**src/rtl/imem_boot_loader_if.sv**
```systemverilog
// Byte-stream input and instruction-memory write port of the boot loader.
// The loader takes the slave view; the host/memory side takes the master view.
interface imem_boot_loader_if #(
    parameter int ADDR_W = 6
);
    logic              s_valid;
    logic              s_ready;
    logic [7:0]        s_data;
    logic              mem_we;
    logic [ADDR_W-1:0] mem_addr;
    logic [31:0]       mem_wdata;

    modport master (
        output s_valid, s_data,
        input  s_ready, mem_we, mem_addr, mem_wdata
    );

    modport slave (
        input  s_valid, s_data,
        output s_ready, mem_we, mem_addr, mem_wdata
    );
endinterface

```
**src/rtl/imem_boot_loader.sv**
```systemverilog
// Loads instruction memory from a LEN / data / XOR-checksum byte frame and
// releases the core from reset only after a clean load.
module imem_boot_loader #(
    parameter int DEPTH  = 64,
    parameter int ADDR_W = 6
) (
    input  logic                clk,
    input  logic                reset,
    input  logic                start,
    imem_boot_loader_if.slave   bus,
    output logic                cpu_hold,
    output logic                busy,
    output logic                done,
    output logic                error,
    output logic [ADDR_W:0]     words_loaded
);

    localparam logic [2:0] ST_IDLE  = 3'd0;
    localparam logic [2:0] ST_LEN   = 3'd1;
    localparam logic [2:0] ST_DATA  = 3'd2;
    localparam logic [2:0] ST_WRITE = 3'd3;
    localparam logic [2:0] ST_CSUM  = 3'd4;
    localparam logic [2:0] ST_DONE  = 3'd5;
    localparam logic [2:0] ST_ERR   = 3'd6;

    logic [2:0]        state_q, state_d;
    logic [1:0]        byte_idx_q, byte_idx_d;
    logic [31:0]       word_q, word_d;
    logic [31:0]       csum_q, csum_d;
    logic [ADDR_W:0]   n_q, n_d;
    logic [ADDR_W:0]   wl_q, wl_d;
    logic [ADDR_W-1:0] mem_addr_q, mem_addr_d;
    logic [31:0]       mem_wdata_q, mem_wdata_d;
    logic              s_ready_q, s_ready_d;
    logic              mem_we_q, mem_we_d;
    logic              busy_q, busy_d;
    logic              done_q, done_d;
    logic              error_q, error_d;
    logic              cpu_hold_q, cpu_hold_d;

    logic              xfer;
    logic              last_byte;
    logic [31:0]       full_word;

    always_comb begin
        state_d     = state_q;
        byte_idx_d  = byte_idx_q;
        word_d      = word_q;
        csum_d      = csum_q;
        n_d         = n_q;
        wl_d        = wl_q;
        mem_addr_d  = mem_addr_q;
        mem_wdata_d = mem_wdata_q;

        // s_ready_q is the registered ready the source sees, so it qualifies the handshake
        xfer      = s_ready_q && bus.s_valid;
        last_byte = xfer && (byte_idx_q == 2'd3);
        full_word = word_q;
        full_word[{byte_idx_q, 3'b000} +: 8] = bus.s_data;

        if (xfer) begin
            byte_idx_d = byte_idx_q + 2'd1;
            word_d     = full_word;
        end

        case (state_q)
            ST_IDLE, ST_DONE, ST_ERR: begin
                if (start) begin
                    state_d    = ST_LEN;
                    byte_idx_d = 2'd0;
                    wl_d       = '0;
                    csum_d     = '0;
                end
            end
            ST_LEN: begin
                if (last_byte) begin
                    if ((full_word == 32'd0) || (full_word > 32'(DEPTH))) begin
                        state_d = ST_ERR;
                    end else begin
                        n_d     = full_word[ADDR_W:0];
                        state_d = ST_DATA;
                    end
                end
            end
            ST_DATA: begin
                if (last_byte) begin
                    state_d     = ST_WRITE;
                    mem_addr_d  = wl_q[ADDR_W-1:0];
                    mem_wdata_d = full_word;
                    csum_d      = csum_q ^ full_word;
                    wl_d        = wl_q + 1'b1;
                end
            end
            ST_WRITE: begin
                state_d = (wl_q == n_q) ? ST_CSUM : ST_DATA;
            end
            ST_CSUM: begin
                if (last_byte) begin
                    state_d = (full_word == csum_q) ? ST_DONE : ST_ERR;
                end
            end
            default: state_d = ST_IDLE;
        endcase

        // Outputs are registered decodes of the next state, so they change on the same edge as state
        s_ready_d  = (state_d == ST_LEN) || (state_d == ST_DATA) || (state_d == ST_CSUM);
        mem_we_d   = (state_d == ST_WRITE);
        busy_d     = s_ready_d || mem_we_d;
        done_d     = (state_d == ST_DONE);
        error_d    = (state_d == ST_ERR);
        cpu_hold_d = (state_d != ST_DONE);
    end

    always_ff @(posedge clk) begin
        if (!reset) begin
            state_q     <= ST_IDLE;
            byte_idx_q  <= '0;
            word_q      <= '0;
            csum_q      <= '0;
            n_q         <= '0;
            wl_q        <= '0;
            mem_addr_q  <= '0;
            mem_wdata_q <= '0;
            s_ready_q   <= 1'b0;
            mem_we_q    <= 1'b0;
            busy_q      <= 1'b0;
            done_q      <= 1'b0;
            error_q     <= 1'b0;
            cpu_hold_q  <= 1'b1;
        end else begin
            state_q     <= state_d;
            byte_idx_q  <= byte_idx_d;
            word_q      <= word_d;
            csum_q      <= csum_d;
            n_q         <= n_d;
            wl_q        <= wl_d;
            mem_addr_q  <= mem_addr_d;
            mem_wdata_q <= mem_wdata_d;
            s_ready_q   <= s_ready_d;
            mem_we_q    <= mem_we_d;
            busy_q      <= busy_d;
            done_q      <= done_d;
            error_q     <= error_d;
            cpu_hold_q  <= cpu_hold_d;
        end
    end

    assign bus.s_ready   = s_ready_q;
    assign bus.mem_we    = mem_we_q;
    assign bus.mem_addr  = mem_addr_q;
    assign bus.mem_wdata = mem_wdata_q;
    assign cpu_hold      = cpu_hold_q;
    assign busy          = busy_q;
    assign done          = done_q;
    assign error         = error_q;
    assign words_loaded  = wl_q;

endmodule

```
**src/flat_wrapper.sv**
```systemverilog
// flat-port wrapper written by rule: the top's interface ports become plain ports
module imem_boot_loader_flat 
#(
    parameter int DEPTH  = 64,
    parameter int ADDR_W = 6
)
  (clk, reset, start, cpu_hold, busy, done, error, words_loaded, bus_s_valid, bus_s_data, bus_s_ready, bus_mem_we, bus_mem_addr, bus_mem_wdata);
  imem_boot_loader_if #(.ADDR_W(ADDR_W)) bus_i ();
  input  logic clk;
  input  logic reset;
  input  logic start;
  output logic cpu_hold;
  output logic busy;
  output logic done;
  output logic error;
  output logic [ADDR_W:0] words_loaded;
  input wire logic [$bits(bus_i.s_valid)-1:0] bus_s_valid;
  input wire logic [$bits(bus_i.s_data)-1:0] bus_s_data;
  output wire logic [$bits(bus_i.s_ready)-1:0] bus_s_ready;
  output wire logic [$bits(bus_i.mem_we)-1:0] bus_mem_we;
  output wire logic [$bits(bus_i.mem_addr)-1:0] bus_mem_addr;
  output wire logic [$bits(bus_i.mem_wdata)-1:0] bus_mem_wdata;
  assign bus_i.s_valid = bus_s_valid;
  assign bus_i.s_data = bus_s_data;
  assign bus_s_ready = bus_i.s_ready;
  assign bus_mem_we = bus_i.mem_we;
  assign bus_mem_addr = bus_i.mem_addr;
  assign bus_mem_wdata = bus_i.mem_wdata;
  imem_boot_loader #(.DEPTH(DEPTH), .ADDR_W(ADDR_W)) u_core (.clk(clk), .reset(reset), .start(start), .bus(bus_i), .cpu_hold(cpu_hold), .busy(busy), .done(done), .error(error), .words_loaded(words_loaded));
endmodule
```
**config.mk**
```make
export PLATFORM = sky130hd
export DESIGN_NAME = imem_boot_loader_flat
export DESIGN_NICKNAME = d
export VERILOG_FILES = /design/src/rtl/imem_boot_loader_if.sv /design/src/rtl/imem_boot_loader.sv /design/src/flat_wrapper.sv
export SDC_FILE = /design/constraint.sdc
export NUM_CORES = 1
export LEC_CHECK = 0
export ABC_CLOCK_PERIOD_IN_PS = 3300
export CORE_MARGIN = 10
export CORE_UTILIZATION = 30
export DETAILED_ROUTE_END_ITERATION = 16
export GPL_ROUTABILITY_DRIVEN = 0
export GPL_TIMING_DRIVEN = 0
export PLACE_DENSITY = 0.61
export SKIP_CTS_REPAIR_TIMING = 1
export SLEW_MARGIN = 10
export SYNTH_ARGS = -nofsm -noshare
export SYNTH_HDL_FRONTEND = slang
export SYNTH_SLANG_ARGS = --single-unit
```
**constraint.sdc**
```tcl
create_clock -name clk -period 3.3 [get_ports clk]
set_clock_uncertainty 0.15 [all_clocks]
set_input_delay 0.33 -clock clk [delete_from_list [all_inputs] [get_ports clk]]
set_output_delay 0.33 -clock clk [all_outputs]
set_load 0.005 [all_outputs]
```
# Yosys cells after proc, flatten, opt, wreduce, memory -nomap -nowiden
# Cells that the tools add are included.
dict set report totals {
  reg_bits 127
  out_inout_bits 51
}
dict set report op_classes {
  n_addsub 3
  n_lt_le_gt_ge 1
  eq_ne 18
  shift 2
  n_mux 18
  bitwise 2
  n_reduce_logical 13
}
# cell count
set op_table {}
lappend op_table {{two-way mux 32 bit} 2}
lappend op_table {{case mux 32 bit (2 select lines)} 1}
lappend op_table {{bitwise mux 32 bit} 1}
lappend op_table {{== test 32 bit} 1}
lappend op_table {{greater-than comparator 32 x 7 -> 1 bit (second input constant)} 1}
lappend op_table {{logical NOT 32 bit} 1}
lappend op_table {{variable shift 8 x 7 -> 32 bit (first input constant)} 1}
lappend op_table {{indexed part select 8 x 7 -> 32 bit} 1}
lappend op_table {{bitwise XOR 32 bit} 1}
lappend op_table {{== test 3 bit (second input constant)} 6}
lappend op_table {{two-way mux 3 bit} 6}
lappend op_table {{case mux 3 bit (5 select lines)} 1}
lappend op_table {{two-way mux 7 bit} 2}
lappend op_table {{case mux 7 bit (2 select lines)} 1}
lappend op_table {{== test 3 x 2 -> 1 bit (second input constant)} 4}
lappend op_table {{two-way mux 2 bit} 4}
lappend op_table {{adder 7 x 1 -> 7 bit (second input constant)} 1}
lappend op_table {{== test 7 bit} 1}
lappend op_table {{negation 5 -> 7 bit} 1}
lappend op_table {{== test 3 x 1 -> 1 bit (second input constant)} 2}
lappend op_table {{AND reduction 3 bit} 2}
lappend op_table {{logical OR 1 bit} 4}
lappend op_table {{logical NOT 3 bit} 1}
lappend op_table {{!= test 3 bit (second input constant)} 1}
lappend op_table {{9 further kinds} 10}

# Longest topological paths before layout
dict set report depth {
  ltp_word 12
  ltp_mapped 12
}

# Least setup slack after synthesis
# Ideal clock, no wire load.
dict set report synth_path {
  path_type {reg2reg}
  startpoint {register u_core.byte_idx_q[0]}
  endpoint {register u_core.cpu_hold_q (netlist: u_core.cpu_hold)}
  setup_time_ns 0.134
  arrival_ns 2.943
  path_slack_ns 0.073
  stages_incl_launch_ff 11
  n_path_buf 0
  period_less_slack_ns 3.227
  cell_sequence {dfxtp_1 > inv_1 > ha_1 > nor3b_4 > a31oi_2 > xnor2_1 > nor4_1 > nand3_1 > o31ai_1 > a21oi_1 > or4b_1}
}
dict set report synth_via {
  elab_chain_cells 9
}
# element line_no
set synth_rtl {}
lappend synth_rtl {{start: declaration} imem_boot_loader.sv:27} ;# logic [1:0] byte_idx_q, byte_idx_d;
lappend synth_rtl {{start signal: assignment} imem_boot_loader.sv:132} ;# byte_idx_q <= byte_idx_d;
lappend synth_rtl {{negation 5 -> 7 bit} imem_boot_loader.sv:59} ;# full_word[{byte_idx_q, 3'b000} +: 8] = bus.s_data;
lappend synth_rtl {{indexed part select 8 x 7 -> 32 bit / variable shift 8 x 7 -> 32 bit (equally long branches)} imem_boot_loader.sv:59}
lappend synth_rtl {{bitwise mux 32 bit} imem_boot_loader.sv:59}
lappend synth_rtl {{greater-than comparator 32 x 7 -> 1 bit / logical NOT 32 bit (equally long branches)} imem_boot_loader.sv:77} ;# if ((full_word == 32'd0) || (full_word > 32'(DEPTH))) begin
lappend synth_rtl {{logical OR 1 bit} imem_boot_loader.sv:77}
lappend synth_rtl {{two-way mux 3 bit} imem_boot_loader.sv:77}
lappend synth_rtl {{two-way mux 3 bit} imem_boot_loader.sv:76} ;# if (last_byte) begin
lappend synth_rtl {{case mux 3 bit (5 select lines) (*)} imem_boot_loader.sv:66} ;# case (state_q)
lappend synth_rtl {{!= test 3 bit (*)} imem_boot_loader.sv:111} ;# cpu_hold_d = (state_d != ST_DONE);
lappend synth_rtl {{end signal: assignment} imem_boot_loader.sv:144} ;# cpu_hold_q <= cpu_hold_d;
lappend synth_rtl {{end: declaration} imem_boot_loader.sv:39} ;# logic cpu_hold_q, cpu_hold_d;
# Every way passes the cells marked *; elsewhere a longest branch is shown, timed or not.
# A chain may end at the register's enable or synchronous reset.

# Worst setup path after layout
# Ends and elaborated chain as after synthesis.

==> out/metrics.cfg <==
[place]
dp.final_hpwl_mm=12.9
io_buffer_count=62
pre_cts_ws_ps=-642
placedCellCount=1021

[routing]
totalWireLength_mm=18.3
dr_total_vias=5402
postRouteAntennaNets=0
detail_route.vias_per_cell=5.07
drtPass1Iterations=5
routed_wire_length_per_instance_um=17.2
drt_iter0_markers=380
route.detailed.drc=0

[clock_network]
clock_edge_transition_at_the_registers_on_the_reported_setup_and_hold_paths_ps=60
clockRootBuffer=sky130_fd_sc_hd__clkbuf_16
cts.path.max_buffers=2
clock-sinks=127
cts_tree=done
ctsHtreeMaxLevel=4
clkLatencyLatePin_ps=420
cts_made_buffers=17

[sta]
max_freq_ghz=0.279
hold_violations=0
layout_worst_path_cycle_share=1.09
fin_setup_tns_ps=-988
rsz_0062_raised_after_global_routing=yes
setup_viol_count_final=11
worst_slew_pin_slew_ps=732
maxSlewViolCount=0
max-slew-margin-rel=0.509
min_period_ps=3590
final_critical_path_setup_slack_ps=-286

[floorplanning]
num_io_pins=63
start_util=0.304
die-height_um=160
core_area_mm2=0.0194
die-area_mm2=0.0256
core.rowCount=51
die_width_um=160

[min_path]
timing.hold.worst_path_depth=2
worst_hold_path_type=flop to flop
min_from=u_core.bus.mem_addr[2]$_SDFFE_PN0P_
worstHoldEndpoint=u_core.bus.mem_addr[2]$_SDFFE_PN0P_

[finish]
drive_above_1_share=0.126
diodes=0
finalNonFillerCells=1065
filler_cell_count=1981
nets=805
areaGrowthSynthToFinish_pct=31.8

[synth]
synthDominantCellAreaShare=0.431
post_synth_inst_count=694
synthMostInstantiatedCell=sky130_fd_sc_hd__dfxtp_1
synth.ff_latch_count=127
synth_fp_nets=712
yosysWarnings=0
synth.avg_cell_area_um2=8.49
postSynth.asyncResetShare=0
synth.lib_cells_used.distinct=50
yosys-top-cells-count=sky130_fd_sc_hd__dfxtp_1 (127), sky130_fd_sc_hd__nor2_1 (86), sky130_fd_sc_hd__o21ai_0 (72)
synth_enable_flop_cells=0
synth.largest_area_cell=sky130_fd_sc_hd__dfxtp_1
synth.cell_area_mm2=0.00589
synthTopCellsByArea=sky130_fd_sc_hd__dfxtp_1 (43%), sky130_fd_sc_hd__o21ai_0 (6.1%), sky130_fd_sc_hd__xnor2_1 (5.6%)
ys_dominant_reg_cell=sky130_fd_sc_hd__dfxtp_1
ys_seq_area_frac=0.431

[setup_path]
cpPeakStageDelay_ps=430
regToRegStartpoint=u_core.byte_idx_q[0]$_SDFF_PN0_
path_cells=clkinvlp_4 > ha_4 > nor4bb_4 > buf_6 > buf_4 > a21oi_4 > xnor2_2 > nor4_2 > nand4_1 > nor4_2 > a211o_1 > or4b_1
worst_path_dominant_cell_family=simple AND/OR/NAND/NOR gates
worst_r2r_path_depth=12
critPathKind=flop to flop
critical_path.reg2reg.endpoint=u_core.cpu_hold$_SDFF_PN1_
required_time_at_the_endpoint_of_the_critical_path_ps=3450
cp-start-kind=flop
worst_setup_path_end_kind=flop
timing.critical_path.buf_inv=3
crit_slowest_cell=sky130_fd_sc_hd__or4b_1
top_fanout_value_on_the_critical_path=6
setup.reg_to_reg.worst_slack_ps=-290
critPathMostFrequentCell=sky130_fd_sc_hd__nor4_2
arrival_ps=3730

[power]
power.leakage_nw=2.58
power.density_mw_per_mm2=504
max-vdd-ir-drop_v=0.000358

[grt]
grt_max_degree=17
grt_util_all_layers=0.139
grt_first_pass_wirelength_mm=28.7
grt_antenna_before_repair=0
overflow=0
vias_in_the_first_global_route=5063

[flow_run]
drv.max_cap_violation_count=0

[outcome]
violations=setup timing
outcome=finished with violations

cells by family after synthesis:
logic type,after synthesis,synth area share
muxes,2,0.00361
adders and majority gates,6,0.0127
DFF,127,0.431
AOI/OAI and AO/OA,227,0.257
xor gates and xnor gates,46,0.0684
buffers and inverters,53,0.0378
and+or+nand+nor,233,0.189
flip-flops by register name (all words and copies together) (netlist names), 2 cells and up:
register and flops:
u_core.bus.mem_addr 6, u_core.bus.mem_wdata 32, u_core.byte_idx_q 2, u_core.csum_q 32
u_core.n_q 7, u_core.state_q 3, u_core.word_q 32, u_core.words_loaded 7
where the power goes:
group          total, W  internal (W)  switching (W)
Sequential      0.00157       0.00156      0.0000130
Combinational  0.000348      0.000128       0.000220
Clock           0.00200       0.00128       0.000717
metal layers:
layer  GRT usage  routed length (um)  vias to the layer above
li1            -                   -                     2654
met1       0.183                8510                     2567
met2       0.216                8380                      159
met3      0.0419                1130                       22
met4      0.0367                 270                        0
met5           0                   0                        -
cell usage in the layout, fill, tap and decap left out, types with 9 or more instances in the layout:
cell	count
sky130_fd_sc_hd__nor2_1	86
sky130_fd_sc_hd__o21ai_0	72
sky130_fd_sc_hd__a21oi_1	45
sky130_fd_sc_hd__a211oi_1	32
sky130_fd_sc_hd__buf_4	12
sky130_fd_sc_hd__a22oi_1	9
sky130_fd_sc_hd__clkbuf_1	39
sky130_fd_sc_hd__xnor2_1	36
sky130_fd_sc_hd__a31oi_4	9
sky130_fd_sc_hd__a31oi_1	34
sky130_fd_sc_hd__nand2_1	60
sky130_fd_sc_hd__clkbuf_16	17
sky130_fd_sc_hd__dfxtp_1	125
sky130_fd_sc_hd__nand4_1	9
sky130_fd_sc_hd__clkdlybuf4s50_1	62
sky130_fd_sc_hd__nor2b_1	32
through the flow:
stage | power, W | cell area (um2) | util | hold WS (ps)
2_1_floorplan | 0.00179 | 5890 | - | 298
3_3_place_gp | 0.00190 | 6850 | 0.353 | 297
3_5_place_dp | 0.00190 | 6850 | 0.353 | 304
4_1_cts | 0.00390 | 7470 | 0.385 | 312
5_1_grt | 0.00403 | 7770 | 0.400 | 324
6_report | 0.00392 | 7770 | 0.400 | 307
layout make-up:
cell class	count	area, um2	share of cell area
clock buffer	19	443	0.0570
tap	265	332	0.0427
timing repair buffer	74	723	0.0931
inverter	5	22.5	0.00290
clock inverter	13	186	0.0240
sequential	127	2550	0.328
multi-input combinational	514	3300	0.425
buffer	48	209	0.0269
how the worst max path moves through the flow:
stage	startpoint	to	slack (ps)	depth (start not counted)
2_1_floorplan	u_core.byte_idx_q[0]$_SDFF_PN0_	u_core.cpu_hold$_SDFF_PN1_	70	10
3_3_place_gp	u_core.byte_idx_q[0]$_SDFF_PN0_	u_core.cpu_hold$_SDFF_PN1_	-620	10
3_5_place_dp	u_core.byte_idx_q[0]$_SDFF_PN0_	u_core.cpu_hold$_SDFF_PN1_	-640	10
4_1_cts	u_core.byte_idx_q[0]$_SDFF_PN0_	u_core.cpu_hold$_SDFF_PN1_	-700	10
5_1_grt	u_core.byte_idx_q[0]$_SDFF_PN0_	u_core.cpu_hold$_SDFF_PN1_	-470	12
6_report	u_core.byte_idx_q[0]$_SDFF_PN0_	u_core.cpu_hold$_SDFF_PN1_	-290	12
tightest hold or removal path: cells and delay by family, from the launching register on:
family,cells,cell delay [ps]
DFF,1,310
and+or+nand+nor,1,50
AOI/OAI and AO/OA,1,50
Note: power is estimated with default switching activity, not from simulation.
